File: src/rtl/sad_pkg.sv
// Shared types and constants for the SAD column sequencer.
package sad_pkg;

  typedef enum logic [1:0] {
    IDLE      = 2'd0,
    ISSUE     = 2'd1,
    WAIT_DONE = 2'd2
  } state_t;

  localparam int HCOUNT_W = 11;
  localparam int VCOUNT_W = 10;

  // The engine caches need this many columns of a row before results are meaningful.
  function automatic int WARMUP_COLS(input int kernel_width, input int offset);
    return kernel_width + offset - 1;
  endfunction

endpackage

File: src/rtl/sad_seq_row_tracker.sv
// Tracks the column index within the current row and flags warm-up and
// last-pixel-of-frame columns; all state updates only on an accept strobe.
module sad_seq_row_tracker
  import sad_pkg::*;
#(
  parameter int KERNEL_WIDTH = 3,
  parameter int OFFSET       = 10,
  parameter int H_ACTIVE     = 320,
  parameter int V_ACTIVE     = 240
) (
  input  logic                clk_in,
  input  logic                rst_in,
  input  logic                i_accept,
  input  logic [HCOUNT_W-1:0] i_hcount,
  input  logic [VCOUNT_W-1:0] i_vcount,
  output logic                o_warmup,
  output logic                o_last_pix
);

  localparam int IDX_W = $clog2(H_ACTIVE + 1);
  localparam logic [IDX_W-1:0]    IDX_MAX = IDX_W'(H_ACTIVE);
  localparam logic [IDX_W-1:0]    WARMUP  = IDX_W'(WARMUP_COLS(KERNEL_WIDTH, OFFSET));
  localparam logic [HCOUNT_W-1:0] LAST_X  = HCOUNT_W'(H_ACTIVE - 1);
  localparam logic [VCOUNT_W-1:0] LAST_Y  = VCOUNT_W'(V_ACTIVE - 1);

  logic [IDX_W-1:0]    r_idx;
  logic [IDX_W-1:0]    w_next_idx;
  logic [VCOUNT_W-1:0] r_last_row;

  // A new row starts on x == 0 or on any change of y, even mid-stream.
  always_comb begin
    w_next_idx = r_idx;
    if (i_hcount == '0 || i_vcount != r_last_row) begin
      w_next_idx = '0;
    end else if (r_idx != IDX_MAX) begin
      w_next_idx = r_idx + IDX_W'(1);
    end
  end

  always_ff @(posedge clk_in or posedge rst_in) begin
    if (rst_in) begin
      r_idx      <= '0;
      r_last_row <= '0;
      o_warmup   <= 1'b0;
      o_last_pix <= 1'b0;
    end else if (i_accept) begin
      r_idx      <= w_next_idx;
      r_last_row <= i_vcount;
      o_warmup   <= (w_next_idx < WARMUP);
      o_last_pix <= (i_hcount == LAST_X) && (i_vcount == LAST_Y);
    end
  end

endmodule

File: src/rtl/sad_sequencer.sv
// Issues stereo kernel columns to one SAD engine and re-emits its depth results.
// Optional WAIT_DONE watchdog enabled by defining SAD_SEQ_TIMEOUT_EN.
module sad_sequencer
  import sad_pkg::*;
#(
  parameter int KERNEL_WIDTH = 3,
  parameter int OFFSET       = 10,
  parameter int H_ACTIVE     = 320,
  parameter int V_ACTIVE     = 240
`ifdef SAD_SEQ_TIMEOUT_EN
  , parameter int TIMEOUT_CYCLES = 64
`endif
) (
  input  logic                         clk_in,
  input  logic                         rst_in,
  input  logic                         col_valid_in,
  output logic                         col_ready_out,
  input  logic [KERNEL_WIDTH-1:0][7:0] left_col_in,
  input  logic [KERNEL_WIDTH-1:0][7:0] right_col_in,
  input  logic [HCOUNT_W-1:0]          hcount_in,
  input  logic [VCOUNT_W-1:0]          vcount_in,
  output logic                         sad_valid_out,
  output logic [KERNEL_WIDTH-1:0][7:0] sad_left_out,
  output logic [KERNEL_WIDTH-1:0][7:0] sad_right_out,
  output logic [HCOUNT_W-1:0]          sad_hcount_out,
  output logic [VCOUNT_W-1:0]          sad_vcount_out,
  input  logic                         sad_busy_in,
  input  logic                         sad_valid_in,
  input  logic [7:0]                   sad_line_in,
  output logic                         depth_valid_out,
  output logic [7:0]                   depth_out,
  output logic [HCOUNT_W-1:0]          depth_hcount_out,
  output logic [VCOUNT_W-1:0]          depth_vcount_out,
  output logic                         frame_done_out
`ifdef SAD_SEQ_TIMEOUT_EN
  , output logic                       timeout_err_out
`endif
);

  state_t r_state;
  state_t w_next;
  logic   w_accept;
  logic   w_result;
  logic   w_timeout;
  logic   w_warmup;
  logic   w_last_pix;

  assign w_accept = col_valid_in && col_ready_out;
  assign w_result = (r_state == WAIT_DONE) && sad_valid_in;

  always_ff @(posedge clk_in or posedge rst_in) begin
    if (rst_in) r_state <= IDLE;
    else        r_state <= w_next;
  end

  // Ready is held low while reset is asserted so every output reads 0 in reset.
  always_comb begin
    w_next        = r_state;
    col_ready_out = 1'b0;
    sad_valid_out = 1'b0;
    unique case (r_state)
      IDLE: begin
        col_ready_out = !sad_busy_in && !rst_in;
        if (col_valid_in && !sad_busy_in && !rst_in) w_next = ISSUE;
      end
      ISSUE: begin
        sad_valid_out = 1'b1;
        w_next        = WAIT_DONE;
      end
      WAIT_DONE: begin
        if (sad_valid_in || w_timeout) w_next = IDLE;
      end
      default: w_next = IDLE;
    endcase
  end

  always_ff @(posedge clk_in or posedge rst_in) begin
    if (rst_in) begin
      sad_left_out     <= '0;
      sad_right_out    <= '0;
      sad_hcount_out   <= '0;
      sad_vcount_out   <= '0;
      depth_valid_out  <= 1'b0;
      depth_out        <= '0;
      depth_hcount_out <= '0;
      depth_vcount_out <= '0;
      frame_done_out   <= 1'b0;
    end else begin
      depth_valid_out <= 1'b0;
      frame_done_out  <= 1'b0;
      if (w_accept) begin
        sad_left_out   <= left_col_in;
        sad_right_out  <= right_col_in;
        sad_hcount_out <= hcount_in;
        sad_vcount_out <= vcount_in;
      end
      // Frame-done fires for the last pixel even when its depth is a warm-up drop.
      if (w_result) begin
        depth_out        <= sad_line_in;
        depth_hcount_out <= sad_hcount_out;
        depth_vcount_out <= sad_vcount_out;
        depth_valid_out  <= !w_warmup;
        frame_done_out   <= w_last_pix;
      end
    end
  end

`ifdef SAD_SEQ_TIMEOUT_EN
  localparam int TMR_W = $clog2(TIMEOUT_CYCLES + 1);
  localparam logic [TMR_W-1:0] TMR_LOAD = TMR_W'(TIMEOUT_CYCLES - 1);

  logic [TMR_W-1:0] r_timer;

  // An answer on the final allowed cycle still wins over the timeout.
  assign w_timeout = (r_state == WAIT_DONE) && !sad_valid_in && (r_timer == '0);

  always_ff @(posedge clk_in or posedge rst_in) begin
    if (rst_in) begin
      r_timer         <= '0;
      timeout_err_out <= 1'b0;
    end else begin
      if (r_state == ISSUE) begin
        r_timer <= TMR_LOAD;
      end else if (r_state == WAIT_DONE && r_timer != '0) begin
        r_timer <= r_timer - TMR_W'(1);
      end
      if (w_timeout) timeout_err_out <= 1'b1;
    end
  end
`else
  assign w_timeout = 1'b0;
`endif

  sad_seq_row_tracker #(
    .KERNEL_WIDTH (KERNEL_WIDTH),
    .OFFSET       (OFFSET),
    .H_ACTIVE     (H_ACTIVE),
    .V_ACTIVE     (V_ACTIVE)
  ) u_row_tracker (
    .clk_in     (clk_in),
    .rst_in     (rst_in),
    .i_accept   (w_accept),
    .i_hcount   (hcount_in),
    .i_vcount   (vcount_in),
    .o_warmup   (w_warmup),
    .o_last_pix (w_last_pix)
  );

endmodule
File: config.mk
export PLATFORM = sky130hd
export DESIGN_NAME = sad_sequencer
export DESIGN_NICKNAME = d
export VERILOG_FILES = /design/src/rtl/sad_pkg.sv /design/src/rtl/sad_seq_row_tracker.sv /design/src/rtl/sad_sequencer.sv
export SDC_FILE = /design/constraint.sdc
export NUM_CORES = 1
export LEC_CHECK = 0
export ABC_AREA = 1
export CAP_MARGIN = 20
export CORE_MARGIN = 2
export CORE_UTILIZATION = 44
export DETAILED_ROUTE_END_ITERATION = 12
export MAX_ROUTING_LAYER = met4
export PLACE_DENSITY = 0.77
export SETUP_SLACK_MARGIN = 0.5
export SYNTH_ARGS = -nofsm -noshare
export SYNTH_HDL_FRONTEND = slang
export SYNTH_HIERARCHICAL = 1
export SYNTH_SLANG_ARGS = --single-unit
File: constraint.sdc
create_clock -name clk_in -period 4.8 [get_ports clk_in]
set_input_delay 0.96 -clock clk_in [delete_from_list [all_inputs] [get_ports clk_in]]
set_output_delay 0.96 -clock clk_in [all_outputs]
set_load 0.01 [all_outputs]
==> out/metrics.cfg, run 1 <==
[yosys]
synth_cell_types = 28
synth_seq_cells = 123
avgSynthCellArea_um2 = 8.412
seq_area_frac_synth = 0.5569
yosys_warnings = 6
syn_area_um2 = 5527
synth_nets = 741
postSynthCellCount = 657

[timing]
holdWs_ns = 0.4454
setup_viol = 0
drv_slew = 0
tns_ns = 0
fin_skew_ns = 0.005713
maxSlewHeadroom = 0.4422
worst_slew_pin_slew_ns = 0.8358
period_minus_slack_ns = 3.260
postLayoutSetupSlackWorst_ns = 1.540
fmax_ghz = 0.3067
rsz0062_at_grt = false
period_share = 0.6792
hold_violations = 0

[die]
initial_core_util = 0.4563
fp.dieW_um = 116.1
core-area_um2 = 12110
rows = 40
die_y_um = 116.1
die_area_um2 = 13470
io_pins = 184

[setup_path]
crit_path_top_delay_cell = clkdlybuf4s50_1
path_class = in -> out
cp-end-kind = output pin
r2r_cells = 8
cp.arrival_ns = 2.30
worstPathCellList = clkdlybuf4s50_1 -> nor2_4 -> nand2_1 -> inv_1 -> clkdlybuf4s50_1
worst_path_largest_cell_delay_ns = 0.56
crit_fanout = 3
rr_endpoint = u_row_tracker/o_last_pix
crit_required_ns = 3.84
crit_top_cell = clkdlybuf4s50_1
rr_startpoint = r_state[1]
reg2reg_setup_slack_ns = 2.33
start_kind = input port

[routing]
dr.pass1.iters = 5
wl_met3_um = 781
postRouteAntennaNets = 0
viasPerCell = 5.003
drc_errors = 0
first_iter_violations = 368
met2WireLength_mm = 7.991
num_vias = 5028
routedWlPerCell_um = 15.70
highest_layer = met4
wirelength_mm = 15.78
met1Wirelength_mm = 6.640

[clocking]
cts_max_level = 4
clk_pin_slew_ns = 0.05
worst_skew_pair.late_latency_ns = 0.41
numCtsBuffers = 17
clk_path_buf_depth = 2
cts_sinks = 123
cts_setup_buffers = 0
root_buffer = clkbuf_16
ctsHoldBuffers = 0
cts_tree = built
cts.repair.resized = 0

[hold_path]
hold_end = depth_valid_out
hold_path_depth = 1
hold_class = reg -> reg
min-delay-start = u_row_tracker/o_warmup

[grt]
grt_max_degree = 85
gr-usage-all-layers = 0.2458
antenna_found_initial = 0
grt_pass1_wl_mm = 24.70
grt_pass1_vias = 4851
gr-total-overflow = 0

[status]
outcome = completed

[placed_design]
gp_congestion = 0.8978
dpl_cell_area_um2 = 7432
dp_slack_ns = 1.317
place_hpwl_mm = 10.81
placed_cells = 974
port-buffer-count = 183

[power]
peakVddDrop_uv = 194.9
p_total_mw = 3.552
cellLeakagePower_nw = 3.854
powerDensity_nw_per_um2 = 444.5

[layout]
insertedDiodeCount = 0
areaGrowthSynthToFinish_pct = 44.60
fill_cells = 1011
final_util = 0.6598
fin_nets = 911
stdcell_count = 1005
design_area_um2 = 7991
layout-drive-gt1-share = 0.07049

[run]
maxCapViolations = 0

-- sequential cells by signal (all words and copies together), names as in the netlist --
name                      count
u_row_tracker/r_last_row     10
u_row_tracker/o_warmup        1
frame_done_out                1
depth_out                     8
sad_right_out                24
u_row_tracker/r_idx           9
r_state                       2
depth_hcount_out             11
sad_left_out                 24
depth_vcount_out             10
sad_vcount_out               10
u_row_tracker/o_last_pix      1
depth_valid_out               1
sad_hcount_out               11
-- area by class of cell --
type / count / area [µm²] / share of cell area
Multi-Input combinational cell: 423 / 2007 / 0.2511
Inverter: 72 / 272.8 / 0.03413
Timing Repair Buffer: 190 / 1919 / 0.2402
Clock buffer: 26 / 489.2 / 0.06122
Clock inverter: 3 / 15.01 / 0.001879
Tap cell: 168 / 210.2 / 0.02630
Sequential cell: 123 / 3078 / 0.3852
-- layer usage --
layer,up-vias,GRT usage
met2,153,0.3797
met3,26,0.04655
met1,2381,0.3197
met4,0,0.1032
met5,-,-
li1,2468,-
-- layout by cell type, fill, tap and decap left out, drive strengths merged, types with 8 or more instances in the layout --
| cell type | instances |
|---|---|
| inv | 72 |
| nand2 | 240 |
| buf | 8 |
| nor2 | 31 |
| nand3 | 15 |
| clkbuf | 26 |
| nand4 | 76 |
| o21ai | 44 |
| dfrtp | 123 |
| clkdlybuf4s50 | 182 |
-- Yosys cell counts --
library cell / instances / area (µm²)
nand2_1: 235 / 882.1
dfrtp_1: 123 / 3078
nand4_1: 76 / 475.5
inv_1: 66 / 247.7
o21ai_0: 39 / 195.2
buf_2: 26 / 130.1
nor2_1: 24 / 90.09
clkbuf_1: 12 / 45.04
nand3_1: 12 / 60.06
nor2_2: 7 / 43.79
inv_2: 6 / 22.52
nand2_2: 5 / 31.28
xor2_1: 4 / 35.03
o21ai_1: 3 / 15.01
a21oi_1: 2 / 10.01
ha_1: 2 / 25.02
nand3_2: 2 / 20.02
nor4_1: 2 / 12.51
o21ai_2: 2 / 17.52
and2_4: 1 / 8.760
buf_6: 1 / 11.26
nand3_4: 1 / 17.52
nand3b_1: 1 / 7.510
nor3_1: 1 / 5.000
o21a_1: 1 / 7.510
o21bai_1: 1 / 7.510
o22ai_2: 1 / 12.51
o31ai_2: 1 / 12.51
-- kinds of logic after synthesis --
family,after synthesis,synth area share
buf+inv,111,0.08263
compound gates,50,0.05026
fa+ha+maj,2,0.004527
flops,123,0.5569
xor+xnor,4,0.006338
simple gates,367,0.2993
-- where the power goes --
part	total (mW)	leakage (nW)	switching, mW	internal, mW
Combinational	1.03	2.05	0.480	0.548
Sequential	1.43	1.56	0.150	1.28
Clock	1.09	0.250	0.405	0.688
Total	3.55	3.85	1.04	2.52
-- worst max-delay path: cells and delay by family --
family / cells / cell delay, ns
and+or+nand+nor: 2 / 0.21
buffers and inverters: 3 / 1.13
-- worst max-delay path by stage --
stage | startpoint | to | depth (start not counted)
after floorplan | rst_in | depth_hcount_out[0] | 1
after global placement | rst_in | u_row_tracker/o_last_pix | 9
after detailed placement | rst_in | u_row_tracker/o_last_pix | 9
after CTS | rst_in | col_ready_out | 5
after global routing | rst_in | u_row_tracker/o_last_pix | 9
final | rst_in | col_ready_out | 5
(Power assumes the default switching activity.)
==> inputs of run 2 (changes only) <==
--- a/config.mk
+++ b/config.mk
@@ -8,7 +8,7 @@
 export ABC_AREA = 1
 export CAP_MARGIN = 20
 export CORE_MARGIN = 2
-export CORE_UTILIZATION = 44
+export CORE_UTILIZATION = 42
 export DETAILED_ROUTE_END_ITERATION = 12
 export MAX_ROUTING_LAYER = met4
 export PLACE_DENSITY = 0.77
==> constraint.sdc (replaced) <==
create_clock -name clk_in -period 2.8 [get_ports clk_in]
set_input_delay 0.56 -clock clk_in [delete_from_list [all_inputs] [get_ports clk_in]]
set_output_delay 0.56 -clock clk_in [all_outputs]
set_load 0.01 [all_outputs]
==> out/metrics.cfg, run 2 (same netlist as run 1, synthesis figures left out) <==
[setup_path]
rr_endpoint = sad_vcount_out[4]
crit_required_ns = 2.24
worst_path_largest_cell_delay_ns = 0.45
reg2reg_setup_slack_ns = 1.08
start_kind = input port
rr_startpoint = r_state[1]
worstPathCellList = clkdlybuf4s50_1 -> nor2_4 -> nand2_1 -> inv_1 -> dlygate4sd2_1
crit_fanout = 3
crit_family = buffers and inverters
crit_buf_inv = 3
path_class = in -> out
cp.arrival_ns = 1.61
r2r_cells = 4
crit_path_top_delay_cell = clkdlybuf4s50_1
cp-end-kind = output pin

[layout]
fill_cells = 1104
final_cell_mix = 235 x nand2_1, 180 x clkdlybuf4s50_1, 123 x dfrtp_1, 76 x nand4_1, 65 x inv_1
design_area_um2 = 8088
layout-drive-gt1-share = 0.08304
fin_nets = 914
areaGrowthSynthToFinish_pct = 46.34
insertedDiodeCount = 0
multiInputGateArea_um2 = 2007
regArea_um2 = 3078
final_common_cell = nand2_1
top_regs = sad_left_out (24), sad_right_out (24)

[timing]
fmax_ghz = 0.4613
fin_skew_ns = 0.005052
period_share = 0.7742
hold_violations = 0
setup_viol = 0
rsz0062_at_grt = false
worst_slew_pin_slew_ns = 0.7934
tns_ns = 0
drv_slew = 0
maxSlewHeadroom = 0.4711
period_minus_slack_ns = 2.168

[placed_design]
dpl_cell_area_um2 = 7501
place_hpwl_mm = 11.02
port-buffer-count = 183
gp_congestion = 0.9081

[grt]
grt_pass1_wl_mm = 26.48
antenna_found_initial = 0
gr-total-overflow = 0
grt_max_degree = 78
gr-usage-all-layers = 0.2460
grt_pass1_vias = 5056

[routing]
first_iter_violations = 401
dr.pass1.iters = 5
viasPerCell = 5.051
postRouteAntennaNets = 0
drc_errors = 0
num_vias = 5127
routedWlPerCell_um = 15.96
wirelength_mm = 16.20

[die]
initial_core_util = 0.4344
fp.dieW_um = 118.7
die_y_um = 118.7
core-area_um2 = 12720
io_pins = 184
rows = 41
die_area_um2 = 14090

[hold_path]
hold_class = in -> async

[power]
internal_power_mw = 4.507
peakVddDrop_uv = 339.5
comb_power_share = 0.279
p_sw_mw = 1.859
sw_frac_of_total = 0.2920
powerDensity_nw_per_um2 = 787.1
cellLeakagePower_nw = 3.905
seq_power_share = 0.384
clock_power_share = 0.338

[clocking]
numCtsBuffers = 17
cts_max_level = 4
worst_skew_pair.late_latency_ns = 0.41
cts_tree = built
cts_setup_buffers = 0
clk_path_buf_depth = 2
root_buffer = clkbuf_16
clk_pin_slew_ns = 0.05
cts_sinks = 123

[run]
maxCapViolations = 0

[status]
outcome = completed

==> run 2: power by group through the flow <==
stage | Combinational [mW] | Clock, mW | Sequential (mW)
2_1_floorplan | 0.534 | 0 | 2.62
3_3_place_gp | 1.75 | 0 | 2.45
3_5_place_dp | 1.78 | 0 | 2.47
4_1_cts | 1.79 | 2.19 | 2.44
5_1_grt | 1.94 | 2.28 | 2.50
6_report | 1.77 | 2.15 | 2.44
==> run 2: worst register-to-register path, stage by stage, from the launching register on <==
cell,delay [ns]
dfrtp_1,0.43
nor2_4,0.15
buf_4,0.63
nand4_1,0.30
nand2_1,0.14
==> run 2: per-stage QoR <==
stage                     power (mW)  std cells  hold WS (ns)  setup WS [ns]  utilization
after floorplan                3.156        657        0.4036          1.022            -
final                          6.366       1015        0.3532         0.6321       0.6357
after detailed placement       4.250        983        0.4267         0.2859       0.5896
after CTS                      6.422       1015        0.3428         0.6116       0.6357
after global routing           6.712       1015        0.3676         0.5461       0.6357
after global placement         4.195        983        0.4249         0.2699       0.5896
==> run 2: worst max-delay path by stage <==
stage,slack (ns),endpoint,cells after the start,startpoint
finish,0.63,col_ready_out,5,sad_busy_in
global route,0.55,sad_valid_out,2,r_state[1]
CTS,0.61,col_ready_out,5,sad_busy_in
detailed placement,0.29,col_ready_out,5,rst_in
global placement,0.27,col_ready_out,5,rst_in
floorplan,1.02,depth_hcount_out[0],1,rst_in
==> run 2: routing by layer <==
metal  share of wire  global-route usage
met1            0.43              0.3025
met2            0.48              0.3890
met3           0.063             0.06419
met4           0.024             0.09598
met5               0                   -
==> run 2: what timing repair did <==
| action | 4_1_cts | 5_1_grt |
|---|---|---|
| hold endpoints to repair | 0 | 0 |
| setup endpoints to repair | 1 | 0 |
| resized for setup | 2 | 0 |
| hold buffers | 0 | 0 |
==> run 2: area by class of cell <==
type	instances	share of cell area
flip-flops and latches	123	0.3806
multi-input cells	423	0.2481
repair buffers	193	0.2379
clock buffers	21	0.05817
inverters	72	0.03388
well taps	172	0.02661
clock inverters	11	0.01470
